<file path="src/rtl/kuznechik_key_scheduler_if.sv">
// kuznechik_key_scheduler_if: one round-key read port (request, grant, registered response)
interface kuznechik_key_scheduler_if;
  logic         req;
  logic [3:0]   idx;
  logic         gnt;
  logic         rd_valid;
  logic [127:0] rd_key;
  logic         rd_err;
  modport master (output req, idx, input gnt, rd_valid, rd_key, rd_err);
  modport slave (input req, idx, output gnt, rd_valid, rd_key, rd_err);
endinterface

</file>
<file path="src/rtl/kuznechik_key_scheduler.sv">
// kuznechik_key_scheduler: drives keygen, stores 10 round keys, serves two round-robin read ports
module kuznechik_key_scheduler (
  input  logic                       clk,
  input  logic                       rst,
  input  logic                       start,
  input  logic [255:0]               master_key,
  output logic                       busy,
  output logic                       done,
  output logic                       keys_valid,
  output logic                       kg_rst_n,
  output logic [255:0]               kg_master_key,
  output logic                       kg_en,
  input  logic [255:0]               kg_round_keys,
  input  logic                       kg_ready,
  kuznechik_key_scheduler_if.slave   port_a,
  kuznechik_key_scheduler_if.slave   port_b
);
  typedef enum logic [1:0] {IDLE, LOAD, RUN, DONE} state_t;
  state_t state, state_n;
  logic [2:0] p;
  logic ptr;
  logic [127:0] store [10];
  logic acc, wr, last, ga, gb, va, vb, ea, eb;
  logic [127:0] ka, kb;
  always_comb begin
    acc = start && (state == IDLE || state == DONE);
    wr = kg_ready && state == RUN;
    last = wr && p == 3'd4;
    state_n = acc ? LOAD : state == LOAD ? RUN : last ? DONE : state;
    busy = state == LOAD || state == RUN;
    kg_rst_n = state == RUN || state == DONE;
    kg_en = state == RUN;
    ga = keys_valid && port_a.req && (!port_b.req || !ptr);
    gb = keys_valid && port_b.req && (!port_a.req || ptr);
  end
  always_ff @(posedge clk)
    if (rst) state <= IDLE;
    else state <= state_n;
  always_ff @(posedge clk)
    if (rst) begin
      p <= '0;
      ptr <= 1'b0;
      keys_valid <= 1'b0;
      done <= 1'b0;
      kg_master_key <= '0;
      va <= 1'b0;
      vb <= 1'b0;
      ea <= 1'b0;
      eb <= 1'b0;
      ka <= '0;
      kb <= '0;
    end else begin
      done <= last;
      if (acc) kg_master_key <= master_key;
      keys_valid <= acc ? 1'b0 : last ? 1'b1 : keys_valid;
      p <= state == LOAD ? 3'd0 : wr ? p + 3'd1 : p;
      if (keys_valid && port_a.req && port_b.req) ptr <= ~ptr;
      va <= ga;
      vb <= gb;
      if (ga) begin
        ka <= port_a.idx < 4'd10 ? store[port_a.idx] : '0;
        ea <= port_a.idx >= 4'd10;
      end
      if (gb) begin
        kb <= port_b.idx < 4'd10 ? store[port_b.idx] : '0;
        eb <= port_b.idx >= 4'd10;
      end
    end
  always_ff @(posedge clk)
    if (!rst && wr) begin
      store[{p, 1'b0}] <= kg_round_keys[255:128];
      store[{p, 1'b1}] <= kg_round_keys[127:0];
    end
  assign port_a.gnt = ga;
  assign port_b.gnt = gb;
  assign port_a.rd_valid = va;
  assign port_b.rd_valid = vb;
  assign port_a.rd_key = ka;
  assign port_b.rd_key = kb;
  assign port_a.rd_err = ea;
  assign port_b.rd_err = eb;
endmodule

</file>
<file path="src/flat_wrapper.sv">
// flat-port wrapper written by rule: the top's interface ports become plain ports
module kuznechik_key_scheduler_flat 
  (clk, rst, start, master_key, busy, done, keys_valid, kg_rst_n, kg_master_key, kg_en, kg_round_keys, kg_ready, port_a_req, port_a_idx, port_a_gnt, port_a_rd_valid, port_a_rd_key, port_a_rd_err, port_b_req, port_b_idx, port_b_gnt, port_b_rd_valid, port_b_rd_key, port_b_rd_err);
  kuznechik_key_scheduler_if port_a_i ();
  kuznechik_key_scheduler_if port_b_i ();
  input  logic clk;
  input  logic rst;
  input  logic start;
  input  logic [255:0] master_key;
  output logic busy;
  output logic done;
  output logic keys_valid;
  output logic kg_rst_n;
  output logic [255:0] kg_master_key;
  output logic kg_en;
  input  logic [255:0] kg_round_keys;
  input  logic kg_ready;
  input wire logic [$bits(port_a_i.req)-1:0] port_a_req;
  input wire logic [$bits(port_a_i.idx)-1:0] port_a_idx;
  output wire logic [$bits(port_a_i.gnt)-1:0] port_a_gnt;
  output wire logic [$bits(port_a_i.rd_valid)-1:0] port_a_rd_valid;
  output wire logic [$bits(port_a_i.rd_key)-1:0] port_a_rd_key;
  output wire logic [$bits(port_a_i.rd_err)-1:0] port_a_rd_err;
  input wire logic [$bits(port_b_i.req)-1:0] port_b_req;
  input wire logic [$bits(port_b_i.idx)-1:0] port_b_idx;
  output wire logic [$bits(port_b_i.gnt)-1:0] port_b_gnt;
  output wire logic [$bits(port_b_i.rd_valid)-1:0] port_b_rd_valid;
  output wire logic [$bits(port_b_i.rd_key)-1:0] port_b_rd_key;
  output wire logic [$bits(port_b_i.rd_err)-1:0] port_b_rd_err;
  assign port_a_i.req = port_a_req;
  assign port_a_i.idx = port_a_idx;
  assign port_a_gnt = port_a_i.gnt;
  assign port_a_rd_valid = port_a_i.rd_valid;
  assign port_a_rd_key = port_a_i.rd_key;
  assign port_a_rd_err = port_a_i.rd_err;
  assign port_b_i.req = port_b_req;
  assign port_b_i.idx = port_b_idx;
  assign port_b_gnt = port_b_i.gnt;
  assign port_b_rd_valid = port_b_i.rd_valid;
  assign port_b_rd_key = port_b_i.rd_key;
  assign port_b_rd_err = port_b_i.rd_err;
  kuznechik_key_scheduler u_core (.clk(clk), .rst(rst), .start(start), .master_key(master_key), .busy(busy), .done(done), .keys_valid(keys_valid), .kg_rst_n(kg_rst_n), .kg_master_key(kg_master_key), .kg_en(kg_en), .kg_round_keys(kg_round_keys), .kg_ready(kg_ready), .port_a(port_a_i), .port_b(port_b_i));
endmodule
</file>
<file path="config.mk">
export PLATFORM = sky130hd
export DESIGN_NAME = kuznechik_key_scheduler_flat
export DESIGN_NICKNAME = d
export VERILOG_FILES = /design/src/rtl/kuznechik_key_scheduler_if.sv /design/src/rtl/kuznechik_key_scheduler.sv /design/src/flat_wrapper.sv
export SDC_FILE = /design/constraint.sdc
export NUM_CORES = 2
export LEC_CHECK = 0
export BUFFER_PORTS_ARGS = -buffer_cell sky130_fd_sc_hd__buf_2
export CORE_AREA = 2 2 409 411
export DETAILED_ROUTE_END_ITERATION = 16
export DIE_AREA = 0 0 411 413
export GPL_TIMING_DRIVEN = 0
export HOLD_SLACK_MARGIN = 0.12
export PLACE_DENSITY = 0.74
export RECOVER_POWER = 50
export SYNTH_ARGS = -nofsm -noshare
export SYNTH_HDL_FRONTEND = slang
export SYNTH_SLANG_ARGS = --single-unit
</file>
<file path="constraint.sdc">
create_clock -name clk -period 49.3 [get_ports clk]
set_input_delay 9.86 -clock clk [delete_from_list [all_inputs] [get_ports clk]]
set_output_delay 9.86 -clock clk [all_outputs]
set_load 0.02 [all_outputs]
</file>
## Word-level counts from Yosys, hierarchy flattened

Memories as Yosys holds them, arrays and structs flattened.
Cells that the tools add are included.

| word-level totals | value |
|---|---|
| flip-flop bits (word level) | 524 |
| latch bits | 0 |
| RAM bits | 1,280 |
| ROM bits | 0 |
| bits of input ports | 526 |
| output and inout port bits | 523 |
| word-level logic and storage cells | 54 |
| memories | 1 |

| cells by class | value |
|---|---|
| add/subtract/negate cells | 1 |
| multipliers | 0 |
| divide/modulo/power cells | 0 |
| order comparisons | 4 |
| equal/unequal tests | 4 |
| shifts and indexed selects | 0 |
| mux-type cells | 7 |
| bitwise operators | 1 |
| reduce and logical (&&, ||, !) cells | 23 |

Memories:

| name | words | width | rd ports | clocked after memory_dff | wr ports | line | source |
|---|---|---|---|---|---|---|---|
| u_core.store | 10 | 128 | 2 | 0 | 2 | kuznechik_key_scheduler.sv:22 | `logic [127:0] store [10];` |

Operators with widths:

| cell | number |
|---|---|
| 128-bit 2-to-1 mux | 2 |
| 1-bit logical AND | 9 |
| 4-bit >= comparator (second input constant) | 2 |
| 4-bit < comparator (second input constant) | 2 |
| 1-bit logical OR | 5 |
| 2-bit equality test (second input constant) | 2 |
| 1-bit zero test | 4 |
| 2-bit 2-to-1 mux | 2 |
| 2-bit OR reduction | 2 |
| 3-bit by 1-bit adder with 3-bit output (second input constant) | 1 |
| 3-bit equality test (second input constant) | 1 |
| 1-bit 2-to-1 mux | 3 |
| 3-bit nonzero test | 1 |
| 2-bit by 1-bit equality test with 1-bit output (second input constant) | 1 |
| 2-bit zero test | 1 |
| 2-bit nonzero test | 1 |
| 1-bit NOT | 1 |

## Logic depth before layout (Yosys ltp)

| depth | value |
|---|---|
| depth after elaboration | 6 |
| depth in mapped cells | 8 |
| depth with buffers taken out | 6 |

## Worst setup path before layout

Ideal clock, no wire load.

| timing | value |
|---|---|
| path kind | input port to flip-flop |
| start point | input port rst |
| end point | memory u_core.store[8][0] (enable) |
| library setup time | 1.239 ns |
| arrival time | 28.677 ns |
| data required time | 48.061 ns |
| setup slack | 19.384 ns |
| stages on the path | 4 |
| buffers on the path | 1 |
| cells stage by stage | clkbuf_1 nor2_1 nand2_1 nor3b_1 |

RTL lines:

| what | line | source |
|---|---|---|
| from (decl) | flat_wrapper.sv:7 | `input logic rst;` |
| to (decl) | kuznechik_key_scheduler.sv:22 |  |

## Worst setup path in the final report

| timing | value |
|---|---|
| start point | input port port_a_req |
| end point | output port port_b_gnt |

| on the way | value |
|---|---|
| cells in the longest elaborated chain, start to end | 3 |

Ends and longest elaborated chain:

| what | line | source |
|---|---|---|
| from (decl) | flat_wrapper.sv:18 | `input wire logic [$bits(port_a_i.req)-1:0] port_a_req;` |
| 1-bit zero test | kuznechik_key_scheduler.sv:34 | `gb = keys_valid && port_b.req && (!port_a.req \|\| ptr);` |
| 1-bit logical OR | kuznechik_key_scheduler.sv:34 |  |
| 1-bit logical AND | kuznechik_key_scheduler.sv:34 |  |
| to (decl) | flat_wrapper.sv:26 | `output wire logic [$bits(port_b_i.gnt)-1:0] port_b_gnt;` |

Every way passes these cells.

==> summary.md <==
| Metric | Value |
|---|---|
| Wire length per cell | `31.7 um` |
| Post-synth EDFFs | `1,280` |
| Antenna violations before repair | `119` |
| Area Growth Syn to Fin | `20.0%` |
| Via count of the first global-routing pass | `53,100` |
| CTS max path bufs | `3` |
| Vias per Instance | `6.06` |
| Worst Hold Depth | `2` |
| Failing checks | `max-capacitance violations, max-slew violations` |
| DIE WIDTH | `411 um` |
| Initial core utilization | `46.2%` |
| IO Count | `1,049` |
| Initial DRC Count | `6,015` |
| Dpl hpwl | `204,000 um` |
| Outcome | `finished with violations` |
| Clock sink total | `1,804` |
| Routed wire length | `281,000 um` |
| Final-report setup violation count | `0` |
| Gr ovfl total | `0` |
| Post-CTS Hold Fix Bufs | `0` |
| Layout cells sized above 1 | `30.1%` |
| # DRC | `0` |
| Vias | `53,700` |
| Full die area | `0.170 sq mm` |
| Worst-Margin Slew | `1800 ps` |
| Port buffer count | `1,041` |
| Yosys Warn Count | `0` |
| Syn Inst Count | `5,088` |
| Hold path endpoint | `u_core.port_b.rd_key[117]` |
| Largest net degree at the start of global routing | `30` |
| Postcts setup bufs | `0` |
| Post-CTS sizing | `0` |
| Max Freq | `46.9 MHz` |
| Post-Route Utilization | `55.4%` |
| Yosys reg bits | `1,804` |
| HP Start | `u_core.port_b.rd_key[117]` |
| Power Density | `39.3 mW/mm^2` |
| CTS tree | `yes` |
| Minimum clock period | `21,300 ps` |
| Detailed Routing Iterations Pass 1 | `6` |
| RSZ-0062 raised after global routing | `false` |
| Final #Nets | `6,953` |
| Worst skew pair latency | `860 ps` |
| Rel. slew slack | `-19.7%` |
| CP Max Fanout | `10` |
| Endpoint class of the critical path | `output pin` |
| Final GP Congestion | `1.04` |
| Die Y | `413 um` |
| Reg2reg path depth | `10` |
| Number of routed nets with antenna violations | `0` |
| Critical Path RT | `39,440 ps` |
| Worst clock skew | `39.9 ps` |
| Reg2Reg Launch Point | `u_core.state[0]` |
| Post-Layout Cell Count | `8,870` |
| Core Region | `0.166 sq mm` |
| First-pass GRT wire length | `385,000 um` |
| Hold Vio Cnt, Final | `0` |
| Max VDD drop | `0.0367 mV` |
| Fillers | `13,300` |
| Fin crit share | `43.2%` |
| Critical path arrival | `11,440 ps` |
| Post-Syn Nets | `5,620` |
| Startpoint types | `primary input` |
| FF-to-FF setup slack | `43,110 ps` |
| CTS Buf Count | `184` |
| Leak | `32.2 nW` |
| Worst-path clk slew | `60 ps` |
| Pins over their slew limit | `136` |
| Max-cap violations | `6` |
| Register area share after synthesis | `63.8%` |
| Critical path class | `in -> out` |
| Setup tns final | `0 ps` |
| Root buffer cell | `clkbuf_16` |
| Ys async rst share | `0%` |
| Rows | `150` |
| Worst Hold Class | `reg -> reg` |
| Placed Cells incl. Taps | `8,438` |
| Number of distinct library cells after synthesis | `34` |
| Top FF cell, synth | `edfxtp_1` |
| FF-to-FF End | `u_core.store[3][42]` |
| H-tree level count | `4` |
| GRT Resource Usage Total | `32.2%` |
| Avg Cell Area, Syn | `15.1 sq um` |
| Mapped cell area | `0.0767 sq mm` |
## synthesized netlist by cell type, types with 12 or more instances
cell	n	area share (%)
a21oi_1	513	3.3
buf_1	51	0.25
buf_2	33	0.22
buf_4	25	0.24
buf_6	52	0.76
clkbuf_1	242	1.2
dfxtp_1	524	14
edfxtp_1	1280	50
mux2_2	254	3.7
mux2i_1	258	3.4
mux4_2	512	15
nand2_1	1028	5.0
nor2_1	12	0.059
o211ai_1	254	2.5
## cell usage in the layout, fill, tap and decap left out, drive strengths merged, types with 6 or more instances in the layout
cell type and n:
a21oi 513, o211ai 254, nand2 1028, inv 23
diode 82, buf 946, clkbuf 852, clkinv 62
mux4 512, dfxtp 524, ha 6, nor3 11
clkinvlp 9, mux2i 258, nor2 12, edfxtp 1280
mux2 255, bufinv 15
## where the power goes
group | switching (mW) | leakage, nW | internal [mW]
clock network | 0.622 | 3.11 | 0.833
registers | 0.0291 | 15.8 | 1.67
logic | 0.313 | 13.4 | 0.146
## metrics by stage
step	hold WS (ps)	cell area, sq um	power (mW)	setup slack, ps
6_report	447	92000	3.61	28000
5_1_grt	469	91900	3.71	27960
3_5_place_dp	441	86100	2.19	28040
3_3_place_gp	437	84600	2.19	6550
4_1_cts	449	92500	3.62	28040
2_1_floorplan	491	76700	1.98	19380
## worst max-delay path: stages
cell and delay, ps:
buf_2 110, nor2b_1 240, or2_1 150, clkbuf_1 270
clkbuf_1 450, inv_2 150, buf_2 190
## how the worst max path moves through the flow
stage	start	to	depth (start not counted)	slack, ps
after floorplan	rst	u_core.store[8][0]	4	19380
after global placement	rst	u_core.store[8][87]	4	6550
after detailed placement	port_a_req	port_a_gnt	8	28040
after CTS	port_a_req	port_a_gnt	8	28040
after global routing	port_a_req	port_a_gnt	8	27960
final	port_a_req	port_b_gnt	7	28000
## state kept, by name, summed over array words and instances, names as in the netlist
register and cells:
u_core.done 1, u_core.p 3, u_core.keys_valid 1, u_core.kg_master_key 256, u_core.port_a.rd_valid 1, u_core.state 2, u_core.port_b.rd_err 1, u_core.port_b.rd_valid 1
u_core.port_a.rd_err 1, u_core.port_a.rd_key 128, u_core.port_b.rd_key 128, u_core.ptr 1, u_core.store 1280
## cell families (layout without fill, tap and decap cells)
kind of cell | after synthesis | count (layout) | synth area share (%)
compound gates | 773 | 773 | 5.90
xor+xnor | 3 | 3 | 0.0343
fa+ha+maj | 6 | 6 | 0.0979
buf+inv | 411 | 1907 | 2.70
flops | 1804 | 1804 | 63.8
mux | 1025 | 1025 | 22.2
other cells | 0 | 82 | 0
simple gates | 1066 | 1066 | 5.29
## area by class of cell
cell class	instances	area (sq um)	area share, %
Sequential cell	1804	48900	53.2
Multi-Input combinational cell	2873	25700	27.9
Timing Repair Buffer	1147	6010	6.53
Clock buffer	248	5250	5.71
Tap cell	2204	2760	3.00
Buffer	403	2050	2.23
Clock inverter	101	1090	1.18
Antenna cell	82	205	0.223
Inverter	8	30.0	0.0327
## layer usage
metal	wire length, um	up-vias	part of all wire, %	global-route usage (%)
met4	25000	64	8.9	25.5
met3	29900	877	11	9.96
met1	90400	27000	32	35.0
met2	135000	3423	48	52.5
met5	418	-	0.15	0
li1	-	22400	-	-
(Power assumes the default switching activity.)
